[config.mk]
export PLATFORM = sky130hd
export DESIGN_NAME = sw_job_sequencer
export DESIGN_NICKNAME = d
export VERILOG_FILES = /design/src/rtl/sw_job_sequencer.sv
export SDC_FILE = /design/constraint.sdc
export NUM_CORES = 1
export LEC_CHECK = 0
export ABC_AREA = 1
export ABC_CLOCK_PERIOD_IN_PS = 5200
export CORE_MARGIN = 2
export CORE_UTILIZATION = 35
export DETAILED_ROUTE_END_ITERATION = 7
export GPL_ROUTABILITY_DRIVEN = 0
export MAX_ROUTING_LAYER = met4
export PLACE_DENSITY = 0.59
export SYNTH_ARGS = -nofsm -noshare
export SYNTH_HDL_FRONTEND = slang
export SYNTH_SLANG_ARGS = --single-unit
[constraint.sdc]
create_clock -name clk -period 5.2 [get_ports clk]
set_clock_uncertainty 0.15 [all_clocks]
set_input_delay 1.04 -clock clk [delete_from_list [all_inputs] [get_ports clk]]
set_output_delay 1.04 -clock clk [all_outputs]
set_load 0.02 [all_outputs]
[src/rtl/sw_job_sequencer.sv]
// On-chip host for the scoring core: pulses set_t, walks a stored list of score sets,
// collects one result per job into a readable buffer, and aborts a hung core with a watchdog.
module sw_job_sequencer #(
    parameter int MAX_JOBS  = 2,
    parameter int RESULT_W  = 16,
    parameter int SETUP_CYC = 1,
    parameter int TIMEOUT   = 50000,
    parameter int IDX_W     = (MAX_JOBS > 1) ? $clog2(MAX_JOBS) : 1
) (
    input  logic                clk,
    input  logic                rst_n,
    input  logic                i_go,
    input  logic [IDX_W:0]      i_job_cnt,
    input  logic                i_param_we,
    input  logic [IDX_W-1:0]    i_param_addr,
    input  logic [15:0]         i_param_wdata,
    input  logic [IDX_W-1:0]    i_rd_addr,
    output logic [RESULT_W-1:0] o_rd_data,
    output logic                o_busy,
    output logic                o_done,
    output logic                o_error,
    output logic [1:0]          o_err_phase,
    output logic [IDX_W:0]      o_jobs_done,
    output logic                o_set_t,
    output logic                o_start_cal,
    output logic [3:0]          o_match,
    output logic [3:0]          o_mismatch,
    output logic [3:0]          o_minusAlpha,
    output logic [3:0]          o_minusBeta,
    input  logic                i_busy,
    input  logic                i_valid,
    input  logic [RESULT_W-1:0] i_result
);

    localparam int CNT_MAX = (TIMEOUT > SETUP_CYC) ? TIMEOUT : SETUP_CYC;
    localparam int CNT_W   = $clog2(CNT_MAX + 1);
    localparam logic [CNT_W-1:0] WD_LAST    = CNT_W'(TIMEOUT - 1);
    localparam logic [CNT_W-1:0] SETUP_LAST = CNT_W'(SETUP_CYC - 1);
    localparam logic [IDX_W:0]   MAX_CNT    = (IDX_W + 1)'(MAX_JOBS);

    typedef enum logic [3:0] {
        S_IDLE, S_SETT, S_GUARD_T, S_WAIT_T, S_LOAD, S_START,
        S_GUARD_V, S_WAIT_V, S_WAIT_B, S_DONE, S_ERR
    } state_e;

    state_e                state_q;
    logic [CNT_W-1:0]      cnt_q;
    logic [IDX_W:0]        job_q;
    logic [IDX_W:0]        count_q;
    logic [IDX_W:0]        jobs_q;
    logic                  busy_q;
    logic                  done_q;
    logic                  err_q;
    logic [1:0]            phase_q;
    logic                  set_t_q;
    logic                  start_q;
    logic [15:0]           score_q;
    logic [RESULT_W-1:0]   rd_q;

    logic [15:0]           param_mem  [MAX_JOBS];
    logic [RESULT_W-1:0]   result_mem [MAX_JOBS];

    logic [IDX_W:0]        job_d;
    logic [IDX_W:0]        go_cnt;
    logic                  wd_expire;
    logic                  capture;
    logic                  job_end;

    // Core handshake: i_valid is a 1-cycle result strobe seen only in WAIT_V;
    // the job is finished once i_busy is low (same cycle as valid, or later).
    assign job_d     = job_q + 1'b1;
    assign go_cnt    = (i_job_cnt > MAX_CNT) ? MAX_CNT : i_job_cnt;
    assign wd_expire = (cnt_q == WD_LAST);
    assign capture   = (state_q == S_WAIT_V) && i_valid;
    assign job_end   = ((state_q == S_WAIT_V) && i_valid && !i_busy) ||
                       ((state_q == S_WAIT_B) && !i_busy);

    always_ff @(posedge clk or negedge rst_n) begin
        if (!rst_n) begin
            state_q <= S_IDLE;
            cnt_q   <= '0;
            job_q   <= '0;
            count_q <= '0;
            jobs_q  <= '0;
            busy_q  <= 1'b0;
            done_q  <= 1'b0;
            err_q   <= 1'b0;
            phase_q <= 2'd0;
            set_t_q <= 1'b0;
            start_q <= 1'b0;
            score_q <= '0;
        end else begin
            case (state_q)
                S_IDLE: if (i_go) begin
                    state_q <= S_SETT;
                    busy_q  <= 1'b1;
                    set_t_q <= 1'b1;
                    err_q   <= 1'b0;
                    phase_q <= 2'd0;
                    jobs_q  <= '0;
                    job_q   <= '0;
                    count_q <= go_cnt;
                end
                S_SETT: begin
                    set_t_q <= 1'b0;
                    state_q <= S_GUARD_T;
                end
                S_GUARD_T: begin
                    state_q <= S_WAIT_T;
                    cnt_q   <= '0;
                end
                S_WAIT_T: if (!i_busy) begin
                    if (count_q == '0) begin
                        state_q <= S_DONE;
                        done_q  <= 1'b1;
                    end else begin
                        state_q <= S_LOAD;
                        cnt_q   <= '0;
                        score_q <= param_mem[job_q[IDX_W-1:0]];
                    end
                end else if (wd_expire) begin
                    state_q <= S_ERR;
                    err_q   <= 1'b1;
                    phase_q <= 2'd1;
                end else begin
                    cnt_q <= cnt_q + 1'b1;
                end
                S_LOAD: if (cnt_q == SETUP_LAST) begin
                    state_q <= S_START;
                    start_q <= 1'b1;
                end else begin
                    cnt_q <= cnt_q + 1'b1;
                end
                S_START: begin
                    start_q <= 1'b0;
                    state_q <= S_GUARD_V;
                end
                S_GUARD_V: begin
                    state_q <= S_WAIT_V;
                    cnt_q   <= '0;
                end
                S_WAIT_V: if (i_valid) begin
                    jobs_q <= jobs_q + 1'b1;
                    if (i_busy) begin
                        state_q <= S_WAIT_B;
                        cnt_q   <= '0;
                    end
                end else if (wd_expire) begin
                    state_q <= S_ERR;
                    err_q   <= 1'b1;
                    phase_q <= 2'd2;
                end else begin
                    cnt_q <= cnt_q + 1'b1;
                end
                S_WAIT_B: if (i_busy) begin
                    if (wd_expire) begin
                        state_q <= S_ERR;
                        err_q   <= 1'b1;
                        phase_q <= 2'd3;
                    end else begin
                        cnt_q <= cnt_q + 1'b1;
                    end
                end
                S_DONE: begin
                    done_q  <= 1'b0;
                    busy_q  <= 1'b0;
                    state_q <= S_IDLE;
                end
                S_ERR: begin
                    set_t_q <= 1'b0;
                    start_q <= 1'b0;
                    busy_q  <= 1'b0;
                    state_q <= S_IDLE;
                end
                default: begin
                    busy_q  <= 1'b0;
                    state_q <= S_IDLE;
                end
            endcase
            // Job completion shared by WAIT_V (coincident busy drop) and WAIT_B.
            if (job_end) begin
                job_q <= job_d;
                if (job_d == count_q) begin
                    state_q <= S_DONE;
                    done_q  <= 1'b1;
                end else begin
                    state_q <= S_LOAD;
                    cnt_q   <= '0;
                    score_q <= param_mem[job_d[IDX_W-1:0]];
                end
            end
        end
    end

    always_ff @(posedge clk) begin
        if (i_param_we && !busy_q && (32'(i_param_addr) < MAX_JOBS))
            param_mem[i_param_addr] <= i_param_wdata;
        if (capture)
            result_mem[job_q[IDX_W-1:0]] <= i_result;
    end

    always_ff @(posedge clk or negedge rst_n) begin
        if (!rst_n)
            rd_q <= '0;
        else
            rd_q <= (32'(i_rd_addr) < MAX_JOBS) ? result_mem[i_rd_addr] : '0;
    end

    assign o_rd_data   = rd_q;
    assign o_busy      = busy_q;
    assign o_done      = done_q;
    assign o_error     = err_q;
    assign o_err_phase = phase_q;
    assign o_jobs_done = jobs_q;
    assign o_set_t     = set_t_q;
    assign o_start_cal = start_q;
    assign {o_match, o_mismatch, o_minusAlpha, o_minusBeta} = score_q;

endmodule

==> impl_metrics.toml <==
[flow_run]
cap_violations = 0

[synth]
synthAdderAreaFrac_pct = 0.436
synth_warnings = 0
syn_area_per_cell_um2 = 10.5
yosys.area_share.simple_pct = 16.8
synth_flop_cell = "dfrtp_1"
synth_edf_count = 64
yosysTopAreaCellShare_pct = 33.5
synthDistinctLibCells = 37
synth.top_cells.by_area = "edfxtp_1 (33%), dfrtp_1 (28%), nand2_1 (7.7%), mux2_2 (4.5%), inv_1 (3.7%)"
synth.area.mux_share_pct = 4.51
ys_seq_area_share_pct = 61.8
synth-xor-area-share_pct = 0.458
synth-async-reset-ratio_pct = 50.4
syn_nets = 593
yosysMostFrequentCell = "nand2_1"
synth_compound_area_share_pct = 10.3
ys_seq_elements = 129
synth_area_um2 = 5740
syn_inst = 549
synthTopCellsByCount = "nand2_1 (118), dfrtp_1 (65), edfxtp_1 (64), inv_1 (56)"
synth.largest_area_cell = "edfxtp_1"
synth_top_family_by_area = "simple AND/OR/NAND/NOR gates"

[sta]
finalSetupViolCount = 0
slew_violations = 0
period_minus_slack_ps = 2880
fin_crit_sh_pct = 55.3
tightest_slew_ps = 1030
finalSetupTns_ps = 0
rsz0062_at_grt = "no"
slew_headroom_pct = 31.1
finalHoldViolCount = 0
max_freq_mhz = 348
whs_ps = 327

[power_and_ir_drop]
p_sw_mw = 1.30
intPower_mw = 2.54
swShare_pct = 33.8
worst_ir_drop_vdd_uv = 309
seqPwrFrac_pct = 36.1
power_density_nw_per_um2 = 519
p_comb_share_pct = 31.1
clkPwrFrac_pct = 32.8
power_leakage_nw = 3.08

[routing]
vias_per_cell = 4.84
drt-initial-drc-count = 330
wirelength_um = 12500
avgRoutedWirePerCell_um = 14.5
first_pass_iters = 5
vias = 4197
antenna_left = 0
drc = 0

[critical_path]
endpoint_kind = "flip-flop"
path_buf_inv = 1
r2r_end = "cnt_q[0]"
path_delay_family = "simple AND/OR/NAND/NOR gates"
r2r-start = "job_q[0]"
crit_slowest_cell = "nor3_4"
r2r_slack_ps = 2700
path_cells = "clkdlybuf4s50_1, nor3_4, mux2_2, nand2_1, nand2_1"
criticalPathCategory = "input port to flip-flop"
critical_path_arrival_ps = 3030
reg2reg_depth = 8
cp.required_ps = 5360
crit_path_start_kind = "input port"
path_max_fanout = 26
cp_common_cell = "nand2_1"
critPathMaxStageDelay_ps = 900

[final_layout]
finalNetCount = 683
diodes = 0
syn2layout_area_growth_pct = 28.9
drive_gt1_share_pct = 12.6

[cts]
post-cts-setup-buffers = 0
clk_latency_ps = 420
cts_hold_buf = 0
cts_root_buffer = "clkbuf_16"
clock_path_buffers = 2
cts_resized = 0
cts_max_level = 4
clkTransAtPathRegs_ps = 60
cts.sinks = 129
cts_tree = "yes"
numCtsBuffers = 17

[floorplan]
die_area_um2 = 17400
core.rowCount = 46
fp.dieH_um = 132
dieWidth_um = 132
io_pins = 83
initial_core_util_pct = 36.0
core_area_um2 = 15900

[global_routing]
grt_pass1_wl_um = 20900
grt_overflow_total = 0
antenna_found_initial = 0
grt.total_usage_pct = 15.6
grt_max_degree = 57
grt_pass1_vias = 4312

[min_path]
holdPathStages = 1
hold_end = "o_rd_data[7]"
worstHoldPathType = "flip-flop to flip-flop"
worstHoldStart = "result_mem[0][7]"

[placement]
hpwl_um = 8490
io_buffers = 82

[outcome]
status = "finished clean"
state kept, by name, summed over array words and instances (netlist names):
name and flops:
o_error 1, state_q 4, o_rd_data 16, o_err_phase 2
score_q 16, result_mem 32, o_done 1, o_set_t 1
job_q 2, o_jobs_done 2, o_busy 1, o_start_cal 1
param_mem 32, cnt_q 16, count_q 2
cell type report:
class                      count  area, um^2
clock buffer                  19         443
fill                        1472        8540
inverter                      60         225
clock inverter                13         186
tap                          216         270
multi-input combinational    343        1870
sequential                   129        3550
timing repair buffer          88         861
power by group through the flow:
stage | clock network (mW) | registers (mW) | logic (mW)
global route | 1.32 | 1.41 | 1.33
finish | 1.26 | 1.39 | 1.20
CTS | 1.28 | 1.39 | 1.21
floorplan | 0 | 1.49 | 0.682
global placement | 0 | 1.40 | 1.17
detailed placement | 0 | 1.40 | 1.20
routing by layer:
layer | part of all wire, % | global-route usage (%) | routed length (um) | vias up
met5 | 0 | - | 0 | -
met4 | 1.9 | 6.22 | 240 | 0
met3 | 5.5 | 4.54 | 687 | 22
met2 | 49 | 25.7 | 6170 | 132
met1 | 43 | 18.0 | 5450 | 1996
li1 | - | - | - | 2047
cells in the final DEF (no fill, tap or decap), types with 2 or more instances in the layout:
master,netlist,routed
nand2_1,118,118
clkdlybuf4s50_1,0,81
dfrtp_1,65,65
edfxtp_1,64,64
inv_1,56,56
nor2_1,41,41
o21ai_0,41,41
nand3_1,23,23
mux2_2,23,23
a21oi_1,21,21
o211ai_1,19,19
clkbuf_16,0,17
o21ai_1,13,13
nor3_1,6,6
buf_4,1,6
nand4_1,5,5
a31oi_1,5,5
inv_2,4,4
nor2_4,4,4
nand2_4,4,4
clkinvlp_4,0,4
bufinv_16,0,4
clkinv_4,0,3
nor2_2,2,2
nand3_2,2,2
xor2_1,2,2
a221oi_1,2,2
ha_1,2,2
clkinv_2,0,2
logic make-up (layout without fill, tap and decap cells):
group,after synthesis,count (layout)
fa+ha+maj,2,2
mux,23,23
flops,129,129
simple gates,211,211
buf+inv,77,180
compound gates,104,104
xor+xnor,3,3
through the flow:
stage,cells,cell area [um^2],utilization [%],worst slack (ps),power (mW)
6_report,868,7400,46.4,2320,3.84
5_1_grt,868,7400,46.4,2140,4.07
4_1_cts,868,7400,46.4,2310,3.87
3_5_place_dp,836,6770,42.5,1870,2.61
3_3_place_gp,836,6770,42.5,1940,2.57
2_1_floorplan,549,5740,-,2810,2.17
worst register-to-register path, stage by stage (launching register included):
cell     delay [ps]
dfrtp_1         320
buf_4           400
xnor2_1         220
o21ai_0         100
nor2_1          230
nor2_4          150
inv_2           490
o21ai_0         180
a31oi_1         160
worst max path at each step:
stage	start	to	slack (ps)	cells after the start
2_1_floorplan	i_valid	result_mem[0][0]	2810	2
3_3_place_gp	i_busy	score_q[8]	1940	5
3_5_place_dp	i_busy	score_q[3]	1870	5
4_1_cts	i_busy	score_q[13]	2310	5
5_1_grt	i_busy	score_q[10]	2140	5
6_report	i_busy	score_q[3]	2320	5
Note: power is estimated with default switching activity, not from simulation.
